File: config.mk
export PLATFORM = sky130hd
export DESIGN_NAME = alpharetz_spi_host_bridge
export DESIGN_NICKNAME = d
export VERILOG_FILES = /design/src/rtl/alpharetz_spi_pkg.sv /design/src/rtl/alpharetz_sync_fifo.sv /design/src/rtl/alpharetz_spi_host_bridge.sv
export SDC_FILE = /design/constraint.sdc
export NUM_CORES = 1
export LEC_CHECK = 0
export CAP_MARGIN = 20
export CELL_PAD_IN_SITES_DETAIL_PLACEMENT = 0
export CELL_PAD_IN_SITES_GLOBAL_PLACEMENT = 1
export CORE_ASPECT_RATIO = 0.75
export CORE_UTILIZATION = 43
export DETAILED_ROUTE_END_ITERATION = 8
export GPL_ROUTABILITY_DRIVEN = 1
export PLACE_DENSITY_LB_ADDON = 0.1
export SYNTH_ARGS = -nofsm -noshare
export SYNTH_HDL_FRONTEND = slang
export SYNTH_SLANG_ARGS = --single-unit
File: constraint.sdc
create_clock -name sys_clk -period 2.4 [get_ports sys_clk]
set_input_delay 0.48 -clock sys_clk [delete_from_list [all_inputs] [get_ports sys_clk]]
set_output_delay 0.48 -clock sys_clk [all_outputs]
set_load 0.02 [all_outputs]
File: src/rtl/alpharetz_spi_pkg.sv
// Shared widths and sequencer state type for the Alpharetz SPI host bridge.
package alpharetz_spi_pkg;
  localparam int unsigned SPI_DATA_WIDTH = 8;
  localparam int unsigned P_ADDR_WIDTH   = 2;

  typedef enum logic [1:0] {IDLE, ISSUE, WAIT, STORE} bridge_state_t;
endpackage

File: src/rtl/alpharetz_sync_fifo.sv
// Synchronous FIFO with wrap-bit pointers; DEPTH must be a power of two >= 2.
module alpharetz_sync_fifo #(
  parameter int unsigned WIDTH = 8,
  parameter int unsigned DEPTH = 4
) (
  input  logic                     clk,
  input  logic                     rst_n,
  input  logic                     push,
  input  logic                     pop,
  input  logic [WIDTH-1:0]         wdata,
  output logic [WIDTH-1:0]         rdata,
  output logic                     full,
  output logic                     empty,
  output logic [$clog2(DEPTH):0]   level
);
  localparam int unsigned AW = $clog2(DEPTH);

  logic [WIDTH-1:0] mem [DEPTH];
  logic [AW:0]      wr_ptr;
  logic [AW:0]      rd_ptr;
  logic             do_push;
  logic             do_pop;

  assign empty   = (wr_ptr == rd_ptr);
  assign full    = (wr_ptr[AW] != rd_ptr[AW]) && (wr_ptr[AW-1:0] == rd_ptr[AW-1:0]);
  assign level   = wr_ptr - rd_ptr;
  assign rdata   = mem[rd_ptr[AW-1:0]];
  assign do_push = push && !full;
  assign do_pop  = pop && !empty;

  always_ff @(posedge clk or negedge rst_n) begin
    if (!rst_n) begin
      wr_ptr <= '0;
      rd_ptr <= '0;
    end else begin
      if (do_push) wr_ptr <= wr_ptr + 1'b1;
      if (do_pop)  rd_ptr <= rd_ptr + 1'b1;
    end
  end

  always_ff @(posedge clk) begin
    if (do_push) mem[wr_ptr[AW-1:0]] <= wdata;
  end
endmodule

File: src/rtl/alpharetz_spi_host_bridge.sv
// CPU-to-SPI-controller bridge: command FIFO, sequencer, receive FIFO.
// Optional registered irq output with macro ALPHARETZ_SPI_BRIDGE_IRQ_EN.
module alpharetz_spi_host_bridge
  import alpharetz_spi_pkg::*;
#(
  parameter int unsigned FIFO_DEPTH = 4
) (
  input  logic                          sys_clk,
  input  logic                          sys_rst_n,
  input  logic                          sys_clk_en,
  input  logic                          cmd_valid,
  output logic                          cmd_ready,
  input  logic [SPI_DATA_WIDTH-1:0]     cmd_data,
  input  logic [P_ADDR_WIDTH-1:0]       cmd_addr,
  output logic                          rx_valid,
  input  logic                          rx_ready,
  output logic [SPI_DATA_WIDTH-1:0]     rx_out,
  output logic                          spi_start,
  output logic [SPI_DATA_WIDTH-1:0]     spi_tx_data,
  output logic [P_ADDR_WIDTH-1:0]       spi_p_addr,
  input  logic                          spi_busy,
  input  logic                          spi_end,
  input  logic [SPI_DATA_WIDTH-1:0]     spi_rx_data,
  output logic [$clog2(FIFO_DEPTH):0]   cmd_level,
  output logic                          rx_overflow,
  input  logic                          clr_overflow
`ifdef ALPHARETZ_SPI_BRIDGE_IRQ_EN
  ,
  output logic                          irq
`endif
);
  localparam int unsigned LW = $clog2(FIFO_DEPTH) + 1;
  localparam int unsigned CW = P_ADDR_WIDTH + SPI_DATA_WIDTH;

  bridge_state_t             state;
  bridge_state_t             nxt;
  logic                      cmd_push;
  logic                      cmd_pop;
  logic                      cmd_full;
  logic                      cmd_empty;
  logic [CW-1:0]             cmd_head;
  logic                      rx_push;
  logic                      rx_pop;
  logic                      rx_full;
  logic                      rx_empty;
  logic [LW-1:0]             rx_level;
  logic                      capture;
  logic [SPI_DATA_WIDTH-1:0] rx_cap;

  assign cmd_ready = !cmd_full;
  assign rx_valid  = !rx_empty;
  assign cmd_push  = cmd_valid && !cmd_full && sys_clk_en;
  assign rx_pop    = rx_ready && !rx_empty && sys_clk_en;
  assign spi_start = (state == ISSUE);

  alpharetz_sync_fifo #(.WIDTH(CW), .DEPTH(FIFO_DEPTH)) u_cmd_fifo (
    .clk(sys_clk), .rst_n(sys_rst_n), .push(cmd_push), .pop(cmd_pop),
    .wdata({cmd_addr, cmd_data}), .rdata(cmd_head),
    .full(cmd_full), .empty(cmd_empty), .level(cmd_level)
  );

  alpharetz_sync_fifo #(.WIDTH(SPI_DATA_WIDTH), .DEPTH(FIFO_DEPTH)) u_rx_fifo (
    .clk(sys_clk), .rst_n(sys_rst_n), .push(rx_push), .pop(rx_pop),
    .wdata(rx_cap), .rdata(rx_out),
    .full(rx_full), .empty(rx_empty), .level(rx_level)
  );

  // Receive space is reserved when a command is issued, so STORE never sees a full FIFO.
  always_comb begin
    nxt     = state;
    cmd_pop = 1'b0;
    rx_push = 1'b0;
    capture = 1'b0;
    if (sys_clk_en) begin
      case (state)
        IDLE: if (!cmd_empty && !spi_busy && !rx_full) begin
          nxt     = ISSUE;
          cmd_pop = 1'b1;
        end
        ISSUE: if (spi_busy) nxt = WAIT;
        WAIT: if (spi_end) begin
          nxt     = STORE;
          capture = 1'b1;
        end
        STORE: begin
          rx_push = 1'b1;
          nxt     = IDLE;
        end
        default: nxt = IDLE;
      endcase
    end
  end

  always_ff @(posedge sys_clk or negedge sys_rst_n) begin
    if (!sys_rst_n) begin
      state       <= IDLE;
      spi_tx_data <= '0;
      spi_p_addr  <= '0;
      rx_cap      <= '0;
      rx_overflow <= 1'b0;
    end else if (sys_clk_en) begin
      state <= nxt;
      if (cmd_pop) {spi_p_addr, spi_tx_data} <= cmd_head;
      if (capture) rx_cap <= spi_rx_data;
      if (spi_end && state != WAIT) rx_overflow <= 1'b1;
      else if (clr_overflow)        rx_overflow <= 1'b0;
    end
  end

  always_ff @(posedge sys_clk) begin
    if (rx_push) assert (rx_level != LW'(FIFO_DEPTH));
  end

`ifdef ALPHARETZ_SPI_BRIDGE_IRQ_EN
  always_ff @(posedge sys_clk or negedge sys_rst_n) begin
    if (!sys_rst_n)      irq <= 1'b0;
    else if (sys_clk_en) irq <= rx_valid || rx_overflow;
  end
`endif
endmodule

## Word level (Yosys, flattened, before mapping)

Memory sizes are Yosys's and may differ from the RTL's. A register that Yosys moved wholly into a read port is not among the register bits.
Index checks and enable logic that the tools add are counted.

| cells by class | value |
|---|---|
| reductions and logical operators | 25 |
| mux-type cells | 18 |
| eq/ne operators | 13 |
| $add $sub $neg | 5 |

Operator list:

| kind | number |
|---|---|
| 1-bit 2-to-1 mux | 14 |
| 1-bit logical AND | 13 |
| 3-bit by 1-bit adder with 3-bit output, second input constant | 4 |
| 2-bit one-hot mux with 4 select lines | 1 |
| 3-bit equality test | 2 |
| 1-bit zero test | 6 |
| 2-bit 2-to-1 mux | 3 |
| 2-bit != test, second input constant | 3 |
| 2-bit AND reduction | 3 |
| 2-bit equality test | 2 |
| 2-bit equality test, second input constant | 2 |
| 4-bit AND reduction | 1 |
| 3-bit subtractor | 1 |
| 2-bit by 1-bit equality test with 1-bit output, second input constant | 1 |
| 2-bit zero test | 1 |
| 1-bit != test | 2 |
| 2-bit by 1-bit != test with 1-bit output, second input constant | 1 |
| 2-bit nonzero test | 1 |

| storage, ports and cells | value |
|---|---|
| bits in writable memories | 72 |
| memories | 2 |
| register bits | 23 |
| output and inout bits | 25 |

Memories:

| memory | depth | width | read ports | clocked after memory_dff | wr ports | line | source |
|---|---|---|---|---|---|---|---|
| u_cmd_fifo.mem | 4 | 10 | 1 | 1 | 1 | alpharetz_sync_fifo.sv:18 | `logic [WIDTH-1:0] mem [DEPTH];` |
| u_rx_fifo.mem | 4 | 8 | 1 | 0 | 1 | alpharetz_sync_fifo.sv:18 |  |

## Depth between registers and ports, before layout

| logic depth | value |
|---|---|
| depth after elaboration | 8 |
| depth in mapped cells | 7 |
| depth with buffers taken out | 6 |

## By module

Synthesis repeated with hierarchy kept, for this count alone.

| unflattened totals | value |
|---|---|
| cells, all modules | 252 |
| area, all modules | 4,490.6 um^2 |

By module, submodules not included:

| module | cells each | instances | sequential area each (um^2) | area each (um^2) |
|---|---|---|---|---|
| alpharetz_sync_fifo (u_cmd_fifo) | 97 | 1 | 1,351.3 | 1,899.3 |
| alpharetz_sync_fifo (u_rx_fifo) | 87 | 1 | 1,111.1 | 1,611.5 |
| alpharetz_spi_host_bridge | 68 | 1 | 525.5 | 979.7 |

## Worst setup path before layout

OpenSTA, ideal clock, no wires.

| timing | value |
|---|---|
| path kind | register to register |
| start point | reg u_cmd_fifo.rd_ptr[1] |
| end point | mem u_cmd_fifo.mem[3][0] (netlist name) (enable) |
| arrival time | 1.956 ns |
| setup slack | 0.093 ns |
| buffers on the path | 1 |
| cell stages (with the launch flop) | 6 |
| period minus slack after synthesis | 2.307 ns |
| path through | dfrtp_1 buf_1 inv_1 ha_1 a31oi_1 and2_1 |

| between the ends | value |
|---|---|
| word-level cells in the longest chain between the ends | 8 |

RTL lines:

| what | line | source |
|---|---|---|
| start, declared | alpharetz_sync_fifo.sv:20 | `logic [AW:0] rd_ptr;` |
| start signal, assigned | alpharetz_sync_fifo.sv:37 | `if (do_pop) rd_ptr <= rd_ptr + 1'b1;` |
| 2-bit equality test (*) | alpharetz_sync_fifo.sv:25 | `assign full = (wr_ptr[AW] != rd_ptr[AW]) && (wr_ptr[AW-1:0] == rd_ptr[AW-1:0]);` |
| 1-bit logical AND (*) | alpharetz_sync_fifo.sv:25 |  |
| 1-bit zero test (*) | alpharetz_sync_fifo.sv:28, alpharetz_spi_host_bridge.sv:52 |  |
| 1-bit logical AND (2 in series) | alpharetz_spi_host_bridge.sv:52 | `assign cmd_push = cmd_valid && !cmd_full && sys_clk_en;` |
| 1-bit logical AND (*) | alpharetz_sync_fifo.sv:28 | `assign do_push = push && !full;` |
| 1-bit 2-to-1 mux (*) | alpharetz_sync_fifo.sv:42 | `if (do_push) mem[wr_ptr[AW-1:0]] <= wdata;` |
| 1-bit 2-to-1 mux (implied by the code) (*) | alpharetz_sync_fifo.sv:42 |  |
| end, declared | alpharetz_sync_fifo.sv:18 |  |

Every way passes the cells marked *; elsewhere a longest branch is shown, timed or not.

## Worst setup path in the final report

| timing | value |
|---|---|
| start point | reg u_cmd_fifo.wr_ptr[0] |
| end point | out cmd_level[0] |

| between the ends | value |
|---|---|
| word-level cells in the longest chain between the ends | 1 |

RTL lines:

| what | line | source |
|---|---|---|
| start, declared | alpharetz_sync_fifo.sv:19 | `logic [AW:0] wr_ptr;` |
| start signal, assigned | alpharetz_sync_fifo.sv:36 | `if (do_push) wr_ptr <= wr_ptr + 1'b1;` |
| 3-bit subtractor | alpharetz_sync_fifo.sv:26 | `assign level = wr_ptr - rd_ptr;` |
| end, declared | alpharetz_spi_host_bridge.sv:24 | `output logic [$clog2(FIFO_DEPTH):0] cmd_level,` |

No other way between the ends.

==> impl_results.md <==
* Setup Buffers After CTS at 0
* Synth Area per Inst at between 15 and 20 sq um
* Fillcell total at 764
* Mux contribution to synthesized area at between 10% and 20%
* Unrepaired setup endpoints after global routing: false
* CTS root buf: clkbuf_16
* Post-Syn Instances at 231
* # rows at 31
* Via density at about 5
* Xor/xnor share of the synthesized area at about 3.7%
* CTS clk-pin slew, worst paths at about 0.070 ns
* CTS tree: built
* EDFF count, synth at between 70 and 80
* Setup TNS at 0 ns
* Final hold slack at around 0.48 ns
* Slew headroom at about two thirds
* Flop2flop setup slack at 0.35 ns
* Post-DP Area at 5220 sq um
* Initial drt markers at just over 80
* Max VDD drop at about 0.83 mV
* Ys async rst share at between 30% and 40%
* Fmax at around 0.44 GHz
* Main synth FF type: edfxtp_1
* Core ar. at around 10000 sq um
* Final setup vio count at 0
* Layout overhead on the synthesized area at 25.9%
* Compound-Gate Fraction of Synth Area at between 1.5 and 2%
* Top cells by count, synth: 72 x edfxtp_1, 33 x dfrtp_1, 17 x ha_1
* First-pass GRT wire length at approximately 12,000 microns
* Yosys warns at 0
* Most common cell in the synthesized netlist: edfxtp_1
* Critical path origin: u_cmd_fifo.wr_ptr[0]$_DFFE_PN0N_
* Port Buffers at 50
* Clock latency on the worst-skew pair at between 0.3 and 0.4 ns
* Die Ht at between 80 and 90 microns
* FF-to-FF Start: u_rx_fifo.rd_ptr[0]$_DFFE_PN0P_
* Sequential area share after synthesis at roughly two thirds
* Max_cap viols at 0
* CP Max Fanout at 4
* Top cells by area, synth: edfxtp_1 49%, dfrtp_1 19%, mux4_2 5.1%, ha_1 4.8%, mux4_1 4.8%
* Synth cell types at 33
* H-tree Lvls at 3
* Router iterations before antenna repair at 4
* Longest Clk Path Bufs at 2
* WS Path Type: reg -> out
* Final wirelength at roughly 7300 microns
* Antenna-violating nets left at 0
* LEAKAGE at roughly 2.1 nW
* Synthesized net count at 275
* Skew final at 0.00647 ns
* Simple-gate area share of the yosys netlist at 3.04%
* Hold Buf Count CTS at 0
* Mapped Area at ~4400 sq um
* Antenna diode count at 0
* Startpoint Class: register
* Fin crit period at about 2.3 ns
* Starting density of the core at roughly 45%
* CTS Buf Count at 9
* Die area at between 10,000 and 15,000 sq um
* Slew @ Worst Pin at 0.478 ns
* Vias after detailed routing at around 2,100
* Cell taking the most area after synthesis: edfxtp_1
* Slew Limit Fails at 0
* Number of synthesized register bits at around 110
* Total Power at 0.00693 W
* Routed length per placed instance at around 17 microns
* Largest net degree at the start of global routing at 34
* Outcome: completed
* Fin crit share at a little over nine tenths
* Gr usage total at 15.3%
* HPWL after detailed placement at 4940 microns
* Ratio of cells with drive above 1 in the final layout at 24.0%
* Final instance area at between 5000 and 6000 sq um
* Grt ovf at 0
* CP endpoint: cmd_level[0]
* Worst Hold Class: reg -> reg
* Vias in the first global route at 2,185
* # DRC at 0
* GPL Wtd Cong at 0.766
* Top-area cell type share of the netlist area at between 40% and 50%
* Final Net Count at between 300 and 400
* Final Hold Fails at 0
* CP endpoint kind: output port
* Critical Path RT at around 1.9 ns
* RR Endpoint: spi_tx_data[0]$_DFFE_PN0P_
* Post-Synth Adder-Cell Area at 5.28%
* I/O pin total at just over 50
* Worst reg2reg path depth at 5
* Initial antenna violation count at 0
* Main combinational cell family by area after synthesis: multiplexers
* Crit path DAT at 1.81 ns
* Clk sink count at ~110
* Power per standard cell area at 1250 nW/um^2
* Die width at around 120 microns
[timing repair]
| action | CTS | global route |
|---|---|---|
| endpoints found under the hold margin | 0 | 0 |
| setup endpoints to repair | 12 | 2 |
| gates cloned | 0 | 0 |
| gates resized for setup | 14 | 3 |
[power by group]
group | internal (W) | switching (W)
clock | 0.000937 | 0.000674
sequential | 0.00245 | 0.000362
combinational | 0.00131 | 0.00121
total | 0.00469 | 0.00224
[registers in the layout, summed over array words and instances, names as in the netlist]
signal,cells
u_cmd_fifo.rd_ptr,3
rx_overflow,1
u_rx_fifo.rd_ptr,3
rx_cap,8
u_rx_fifo.wr_ptr,3
u_cmd_fifo.mem,40
spi_tx_data,8
u_cmd_fifo.wr_ptr,3
spi_p_addr,2
u_rx_fifo.mem,32
state,2
[critical path, stage by stage, from the launching register on]
cell and delay, ns:
dfrtp_1 0.37, inv_1 0.07, ha_1 0.34, inv_1 0.08
clkdlybuf4s50_1 0.60
[metal layers]
metal | vias to the layer above | track usage (%) | part of all wire [%]
met4 | 0 | 5.87 | 1.3
li1 | 1022 | - | -
met1 | 1066 | 21.9 | 52
met3 | 12 | 4.29 | 3.8
met2 | 42 | 22.4 | 43
met5 | - | 0 | 0
[layout make-up]
class | count | area, sq um | area share (%)
sequential | 105 | 2990 | 53.9
clock buffer | 9 | 225 | 4.06
multi-input combinational | 108 | 1320 | 23.8
clock inverter | 7 | 113 | 2.03
timing repair buffer | 67 | 686 | 12.4
inverter | 12 | 45.0 | 0.812
tap | 132 | 165 | 2.98
[cells by family after synthesis]
kind of cell    after synthesis
simple gates                 25
compound gates               10
fa+ha+maj                    18
buf+inv                      18
xor+xnor                     15
flops                       105
mux                          40
[cells in the final DEF (no fill, tap or decap), types with 8 or more instances in the layout]
cell,netlist,routed
nand2_1,9,9
dlygate4sd2_1,0,10
mux4_1,8,8
buf_4,1,11
clkbuf_16,0,9
dfrtp_1,33,31
clkdlybuf4s50_1,0,38
inv_1,12,12
mux2_4,9,9
edfxtp_1,72,72
ha_1,17,17
mux4_2,10,10
mux2_2,12,12
[how the worst min path moves through the flow]
stage,slack (ns),end,cells past startpoint,startpoint
2_1_floorplan,0.18,rx_cap[0]$_DFFE_PN0P_,0,sys_rst_n
3_3_place_gp,0.48,rx_overflow$_DFFE_PN0P_,2,rx_overflow$_DFFE_PN0P_
3_5_place_dp,0.48,rx_overflow$_DFFE_PN0P_,2,rx_overflow$_DFFE_PN0P_
4_1_cts,0.50,rx_overflow$_DFFE_PN0P_,2,rx_overflow$_DFFE_PN0P_
5_1_grt,0.51,rx_overflow$_DFFE_PN0P_,2,rx_overflow$_DFFE_PN0P_
6_report,0.48,rx_overflow$_DFFE_PN0P_,2,rx_overflow$_DFFE_PN0P_
[stage by stage]
step | util, % | setup slack, ns | std cells
2_1_floorplan | - | 0.0934 | 231
6_report | 56.5 | 0.108 | 440
3_5_place_dp | 53.2 | 0.137 | 424
4_1_cts | 56.5 | 0.0491 | 440
3_3_place_gp | 53.2 | 0.165 | 424
5_1_grt | 56.5 | 0.0252 | 440
Power figures use the tool's default switching activity.
